$ cat config.mk
export PLATFORM = sky130hd
export DESIGN_NAME = jtag_tap_oversampled
export DESIGN_NICKNAME = d
export VERILOG_FILES = /design/src/rtl/jtag_tap_oversampled.sv
export SDC_FILE = /design/constraint.sdc
export NUM_CORES = 1
export LEC_CHECK = 0
export ABC_AREA = 1
export CAP_MARGIN = 0
export CORE_MARGIN = 3
export CORE_UTILIZATION = 35
export CTS_CLUSTER_DIAMETER = 50
export DETAILED_ROUTE_END_ITERATION = 10
export PLACE_DENSITY = 0.7
export SLEW_MARGIN = 15
export SYNTH_ARGS = -nofsm -noshare
export SYNTH_HDL_FRONTEND = slang
export SYNTH_SLANG_ARGS = --single-unit
$ cat constraint.sdc
create_clock -name clk_i -period 3.6 [get_ports clk_i]
set_input_delay 0.54 -clock clk_i [delete_from_list [all_inputs] [get_ports clk_i]]
set_output_delay 0.54 -clock clk_i [all_outputs]
set_load 0.005 [all_outputs]
$ cat src/rtl/jtag_tap_oversampled.sv
// IEEE 1149.1 TAP controller that runs entirely in the system clock domain.
// TCK/TMS/TDI/TRSTn are oversampled, and the TAP acts only on detected TCK edges.
module jtag_tap_oversampled #(
  parameter int unsigned          IR_WIDTH    = 5,
  parameter logic [31:0]          IDCODE_VAL  = 32'h10000DB3,
  parameter logic [IR_WIDTH-1:0]  IR_IDCODE   = 5'h01,
  parameter logic [IR_WIDTH-1:0]  IR_USER     = 5'h11,
  parameter int unsigned          DR_WIDTH    = 41,
  parameter int unsigned          SYNC_STAGES = 2
) (
  input  logic                clk_i,
  input  logic                rst_i,
  input  logic                jtag_tck_i,
  input  logic                jtag_tms_i,
  input  logic                jtag_tdi_i,
  input  logic                jtag_trst_ni,
  output logic                jtag_tdo_o,
  output logic                jtag_tdo_oe_o,
  output logic [3:0]          tap_state_o,
  output logic [IR_WIDTH-1:0] ir_o,
  output logic                dr_capture_o,
  input  logic [DR_WIDTH-1:0] dr_capture_data_i,
  output logic                dr_update_o,
  output logic [DR_WIDTH-1:0] dr_update_data_o
);

  typedef enum logic [3:0] {
    TLR     = 4'd0,  RTI     = 4'd1,  SEL_DR  = 4'd2,  CAP_DR  = 4'd3,
    SH_DR   = 4'd4,  EX1_DR  = 4'd5,  PAUSE_DR = 4'd6, EX2_DR  = 4'd7,
    UPD_DR  = 4'd8,  SEL_IR  = 4'd9,  CAP_IR  = 4'd10, SH_IR   = 4'd11,
    EX1_IR  = 4'd12, PAUSE_IR = 4'd13, EX2_IR = 4'd14, UPD_IR  = 4'd15
  } tap_state_e;

  typedef enum logic [1:0] {SEL_IDCODE, SEL_USER, SEL_BYPASS} dr_sel_e;

  // All four pins travel through the same stages, so TMS/TDI stay aligned with TCK.
  // Bit order per stage: {trst_n, tdi, tms, tck}.
  logic [3:0] pin_sync_q [SYNC_STAGES];
  logic       tck_s, tms_s, tdi_s, trst_n_s;
  logic       tck_prev_q;
  logic       tck_rise, tck_fall;

  always_ff @(posedge clk_i or posedge rst_i) begin
    if (rst_i) begin
      for (int i = 0; i < SYNC_STAGES; i++) pin_sync_q[i] <= '0;
      tck_prev_q <= 1'b0;
    end else begin
      pin_sync_q[0] <= {jtag_trst_ni, jtag_tdi_i, jtag_tms_i, jtag_tck_i};
      for (int i = 1; i < SYNC_STAGES; i++) pin_sync_q[i] <= pin_sync_q[i-1];
      tck_prev_q <= tck_s;
    end
  end

  assign {trst_n_s, tdi_s, tms_s, tck_s} = pin_sync_q[SYNC_STAGES-1];
  assign tck_rise = tck_s & ~tck_prev_q;
  assign tck_fall = ~tck_s & tck_prev_q;

  tap_state_e          state_q, state_d, state_nxt;
  logic [IR_WIDTH-1:0] ir_q, ir_d, ir_sr_q, ir_sr_d;
  logic [31:0]         idcode_sr_q, idcode_sr_d;
  logic [DR_WIDTH-1:0] user_sr_q, user_sr_d;
  logic                bypass_q, bypass_d;
  logic                tdo_q, tdo_d, tdo_oe_q, tdo_oe_d;
  logic                capture, update;
  dr_sel_e             dr_sel;

  assign dr_sel = (ir_q == IR_IDCODE) ? SEL_IDCODE :
                  (ir_q == IR_USER)   ? SEL_USER   : SEL_BYPASS;

  always_comb begin
    state_nxt = state_q;
    case (state_q)
      TLR:      state_nxt = tms_s ? TLR      : RTI;
      RTI:      state_nxt = tms_s ? SEL_DR   : RTI;
      SEL_DR:   state_nxt = tms_s ? SEL_IR   : CAP_DR;
      CAP_DR:   state_nxt = tms_s ? EX1_DR   : SH_DR;
      SH_DR:    state_nxt = tms_s ? EX1_DR   : SH_DR;
      EX1_DR:   state_nxt = tms_s ? UPD_DR   : PAUSE_DR;
      PAUSE_DR: state_nxt = tms_s ? EX2_DR   : PAUSE_DR;
      EX2_DR:   state_nxt = tms_s ? UPD_DR   : SH_DR;
      UPD_DR:   state_nxt = tms_s ? SEL_DR   : RTI;
      SEL_IR:   state_nxt = tms_s ? TLR      : CAP_IR;
      CAP_IR:   state_nxt = tms_s ? EX1_IR   : SH_IR;
      SH_IR:    state_nxt = tms_s ? EX1_IR   : SH_IR;
      EX1_IR:   state_nxt = tms_s ? UPD_IR   : PAUSE_IR;
      PAUSE_IR: state_nxt = tms_s ? EX2_IR   : PAUSE_IR;
      EX2_IR:   state_nxt = tms_s ? UPD_IR   : SH_IR;
      UPD_IR:   state_nxt = tms_s ? SEL_DR   : RTI;
      default:  state_nxt = TLR;
    endcase
  end

  // Capture/shift/update act on the state being left, i.e. on the tck_rise
  // that exits CapXR/ShXR/UpdXR, which matches what a pad-clocked TAP does.
  always_comb begin
    // NOTE: every variable gets a default first so no path infers a latch.
    state_d     = state_q;
    ir_d        = ir_q;
    ir_sr_d     = ir_sr_q;
    idcode_sr_d = idcode_sr_q;
    user_sr_d   = user_sr_q;
    bypass_d    = bypass_q;
    tdo_d       = tdo_q;
    tdo_oe_d    = tdo_oe_q;
    capture     = 1'b0;
    update      = 1'b0;
    if (!trst_n_s) begin
      state_d     = TLR;
      ir_d        = IR_IDCODE;
      ir_sr_d     = '0;
      idcode_sr_d = '0;
      user_sr_d   = '0;
      bypass_d    = 1'b0;
      tdo_d       = 1'b0;
      tdo_oe_d    = 1'b0;
    end else if (tck_rise) begin
      state_d = state_nxt;
      case (state_q)
        CAP_IR: ir_sr_d = IR_WIDTH'(2'b01);
        SH_IR:  ir_sr_d = {tdi_s, ir_sr_q[IR_WIDTH-1:1]};
        UPD_IR: ir_d    = ir_sr_q;
        CAP_DR: begin
          case (dr_sel)
            SEL_IDCODE: idcode_sr_d = IDCODE_VAL;
            SEL_USER: begin
              user_sr_d = dr_capture_data_i;
              capture   = 1'b1;
            end
            default:    bypass_d = 1'b0;
          endcase
        end
        SH_DR: begin
          case (dr_sel)
            SEL_IDCODE: idcode_sr_d = {tdi_s, idcode_sr_q[31:1]};
            SEL_USER:   user_sr_d   = {tdi_s, user_sr_q[DR_WIDTH-1:1]};
            default:    bypass_d    = tdi_s;
          endcase
        end
        UPD_DR: update = (dr_sel == SEL_USER);
        default: ;
      endcase
      if (state_nxt == TLR) ir_d = IR_IDCODE;
    end else if (tck_fall) begin
      tdo_oe_d = (state_q == SH_IR) || (state_q == SH_DR);
      case (state_q)
        SH_IR: tdo_d = ir_sr_q[0];
        SH_DR: begin
          case (dr_sel)
            SEL_IDCODE: tdo_d = idcode_sr_q[0];
            SEL_USER:   tdo_d = user_sr_q[0];
            default:    tdo_d = bypass_q;
          endcase
        end
        default: tdo_d = 1'b0;
      endcase
    end
  end

  // NOTE: sequential state uses non-blocking assignments so every flop samples pre-edge values.
  always_ff @(posedge clk_i or posedge rst_i) begin
    if (rst_i) begin
      state_q     <= TLR;
      ir_q        <= IR_IDCODE;
      ir_sr_q     <= '0;
      idcode_sr_q <= '0;
      user_sr_q   <= '0;
      bypass_q    <= 1'b0;
      tdo_q       <= 1'b0;
      tdo_oe_q    <= 1'b0;
    end else begin
      state_q     <= state_d;
      ir_q        <= ir_d;
      ir_sr_q     <= ir_sr_d;
      idcode_sr_q <= idcode_sr_d;
      user_sr_q   <= user_sr_d;
      bypass_q    <= bypass_d;
      tdo_q       <= tdo_d;
      tdo_oe_q    <= tdo_oe_d;
    end
  end

  assign jtag_tdo_o       = tdo_q;
  assign jtag_tdo_oe_o    = tdo_oe_q;
  assign tap_state_o      = state_q;
  assign ir_o             = ir_q;
  assign dr_capture_o     = capture;
  assign dr_update_o      = update;
  assign dr_update_data_o = user_sr_q;

endmodule

==> results.tsv <==
metric	value	unit
yosys_warnings	0	
ys_ff_latch	99	
core	12300	um2
m1WireLength	4.92	mm
syn_nets	565	
power_density	384	nW/um2
rows	40	
finalHoldViolCount	0	
final_nets	653	
synth_cell_types	32	
die-area	14300	um2
synth.area.top_cells	dfrtp_1 54%, nand2_1 7.6%, o22ai_1 7.5%, inv_1 6.7%, o21ai_0 5.5%	
gp_congestion	1.01	
drcViolationCount	0	
startpoint_type	register	
ir_drop	0.190	mV
synth_common_cells	98 x dfrtp_1, 92 x nand2_1, 81 x inv_1	
wl_met2	5.16	mm
cts-resized-gates	0	
crit_chain	nor2_1, nand2_1, nor3_1, clkdlybuf4s50_1	
clk_pin_slew_worst_paths	0.07	ns
worstPathRequired	3.06	ns
wl_per_cell	14.1	um
worstSkewPairLatency	0.34	ns
drv_slew	0	
grt_max_degree	80	
overflow	0	
slowest_delay	0.55	ns
drv_cap	0	
cts_tree	yes	
placed_cells	763	
die_x	120	um
dr_wl_met3	760	um
port_buffers	100	
critPathBufInv	1	
ant_nets	0	
postSynthCellCount	518	
grt_antenna_before_repair	0	
crit_path_top_delay_cell	clkdlybuf4s50_1	
num_antenna_cells	0	
skew	0.0100	ns
grt_setup_unrepaired	no	
vias_per_cell	4.95	
path_depth	4	
end_kind	output port	
reg2reg_depth	9	
hold_slack	0.350	ns
htreeDepth	3	
areaGrowthSynthToFinish	32.0	%
clock_sinks	99	
ios	101	
fmax	377	MHz
path_max_fanout	6	
finalCriticalPeriod	2.65	ns
yosysTopAreaCell	dfrtp_1	
path_delay_family	simple AND/OR/NAND/NOR gates	
fillCellCount	1176	
grt_pass1_wl	18.1	mm
firstDrtPassIters	5	
criticalPathCategory	reg2out	
cts_hold_buf	0	
die_h	120	um
drt_wl_total	11.0	mm
post_cts_buffers	0	
ys.flop_type	dfrtp_1	
total_power	2290	uW
cts_made_buffers	9	
hold_depth	0	
period_share	73.7	%
arrival	2.11	ns
gr-usage-all-layers	15.4	%
r2r_slack	1.17	ns
final_layout_size_suffix_gt1_share	7.69	%
grt_pass1_vias	3657	
top_layer	met4	
p_leak	0.00252	uW
start_util	36.7	%
worstMarginPinSlew	1.11	ns
setup_viol	0	
root_buffer	clkbuf_16	
fin_util	48.4	%
maxSlewHeadroom	26.3	%
synth.top_cell.area_share	54.3	%
hp-class	reg2reg	
clockBufferDepth	2	
async_flop_share	100	%
synth-edff-count	0	
setup_tns	0	ns
status	finished, final reports clean	
dp_hpwl	7.72	mm
yosysMostFrequentCell	dfrtp_1	
synth.avg_cell_area	8.71	um2
finalNonFillerCells	779	
synth-seq-area-share	54.9	%
synth_area	4510	um2
drtIter0Drc	372	
routed-via-count	3853	
==> through the flow <==
stage | setup slack [ns] | area, um2
after floorplan | 0.471 | 4510
after global placement | 1.32 | 5640
after detailed placement | 1.19 | 5640
after CTS | 0.948 | 5960
after global routing | 0.851 | 5960
final | 0.946 | 5960
==> final cells by class <==
type	instances	area [um2]	share of cell area (%)
clock buffer	10	239	4.01
clock inverter	6	77.6	1.30
timing repair buffer	103	1040	17.4
tap	168	210	3.53
inverter	85	322	5.40
sequential	99	2480	41.6
multi-input combinational	308	1600	26.8
==> path summary, 6_finish.rpt <==
kind                                       startpoint                                to
hold reg to reg               pin_sync_q[6]$_DFF_PP0_           pin_sync_q[2]$_DFF_PP0_
min in group asynchronous                       rst_i  dr_update_data_o[32]$_DFFE_PP0P_
hold / removal                pin_sync_q[6]$_DFF_PP0_           pin_sync_q[2]$_DFF_PP0_
max in group asynchronous                       rst_i               ir_o[0]$_DFFE_PP1P_
setup reg to reg           tap_state_o[0]$_DFFE_PP0P_        idcode_sr_q[9]$_DFFE_PP0P_
setup / recovery                 tck_prev_q$_DFF_PP0_                      dr_capture_o
==> cells in the final DEF, fill, tap and decap left out, types with 3 or more instances in the layout <==
cell type / n
nand2_2: 5
inv_2: 3
nand3_1: 28
nand2_1: 92
o22ai_1: 54
nor2_1: 42
inv_1: 80
clkdlybuf4s50_1: 100
o21ai_0: 50
o21ai_1: 5
clkbuf_16: 9
dfrtp_1: 98
o22ai_2: 10
==> state kept, by name, summed over array words and instances (netlist names) <==
signal / flops
pin_sync_q: 8
jtag_tdo_oe_o: 1
ir_o: 5
idcode_sr_q: 32
ir_sr_q: 5
tap_state_o: 4
jtag_tdo_o: 1
bypass_q: 1
tck_prev_q: 1
dr_update_data_o: 41
==> power by group <==
part | switching (uW) | total (uW) | internal [uW]
logic | 80.2 | 151 | 71.1
clock network | 434 | 1010 | 572
registers | 7.66 | 1130 | 1120
==> routing by layer <==
| layer | GRT usage, % | vias up |
|---|---|---|
| met3 | 3.63 | 13 |
| met2 | 24.6 | 141 |
| li1 | - | 1881 |
| met5 | 0 | - |
| met1 | 21.3 | 1818 |
| met4 | 4.22 | 0 |
==> cells by family after synthesis <==
| group | after synthesis | synth area share, % |
|---|---|---|
| compound gates | 128 | 17.8 |
| mux | 1 | 0.249 |
| buf+inv | 111 | 9.92 |
| flops | 99 | 54.9 |
| simple gates | 179 | 17.1 |
Note: power is estimated with default switching activity, not from simulation.
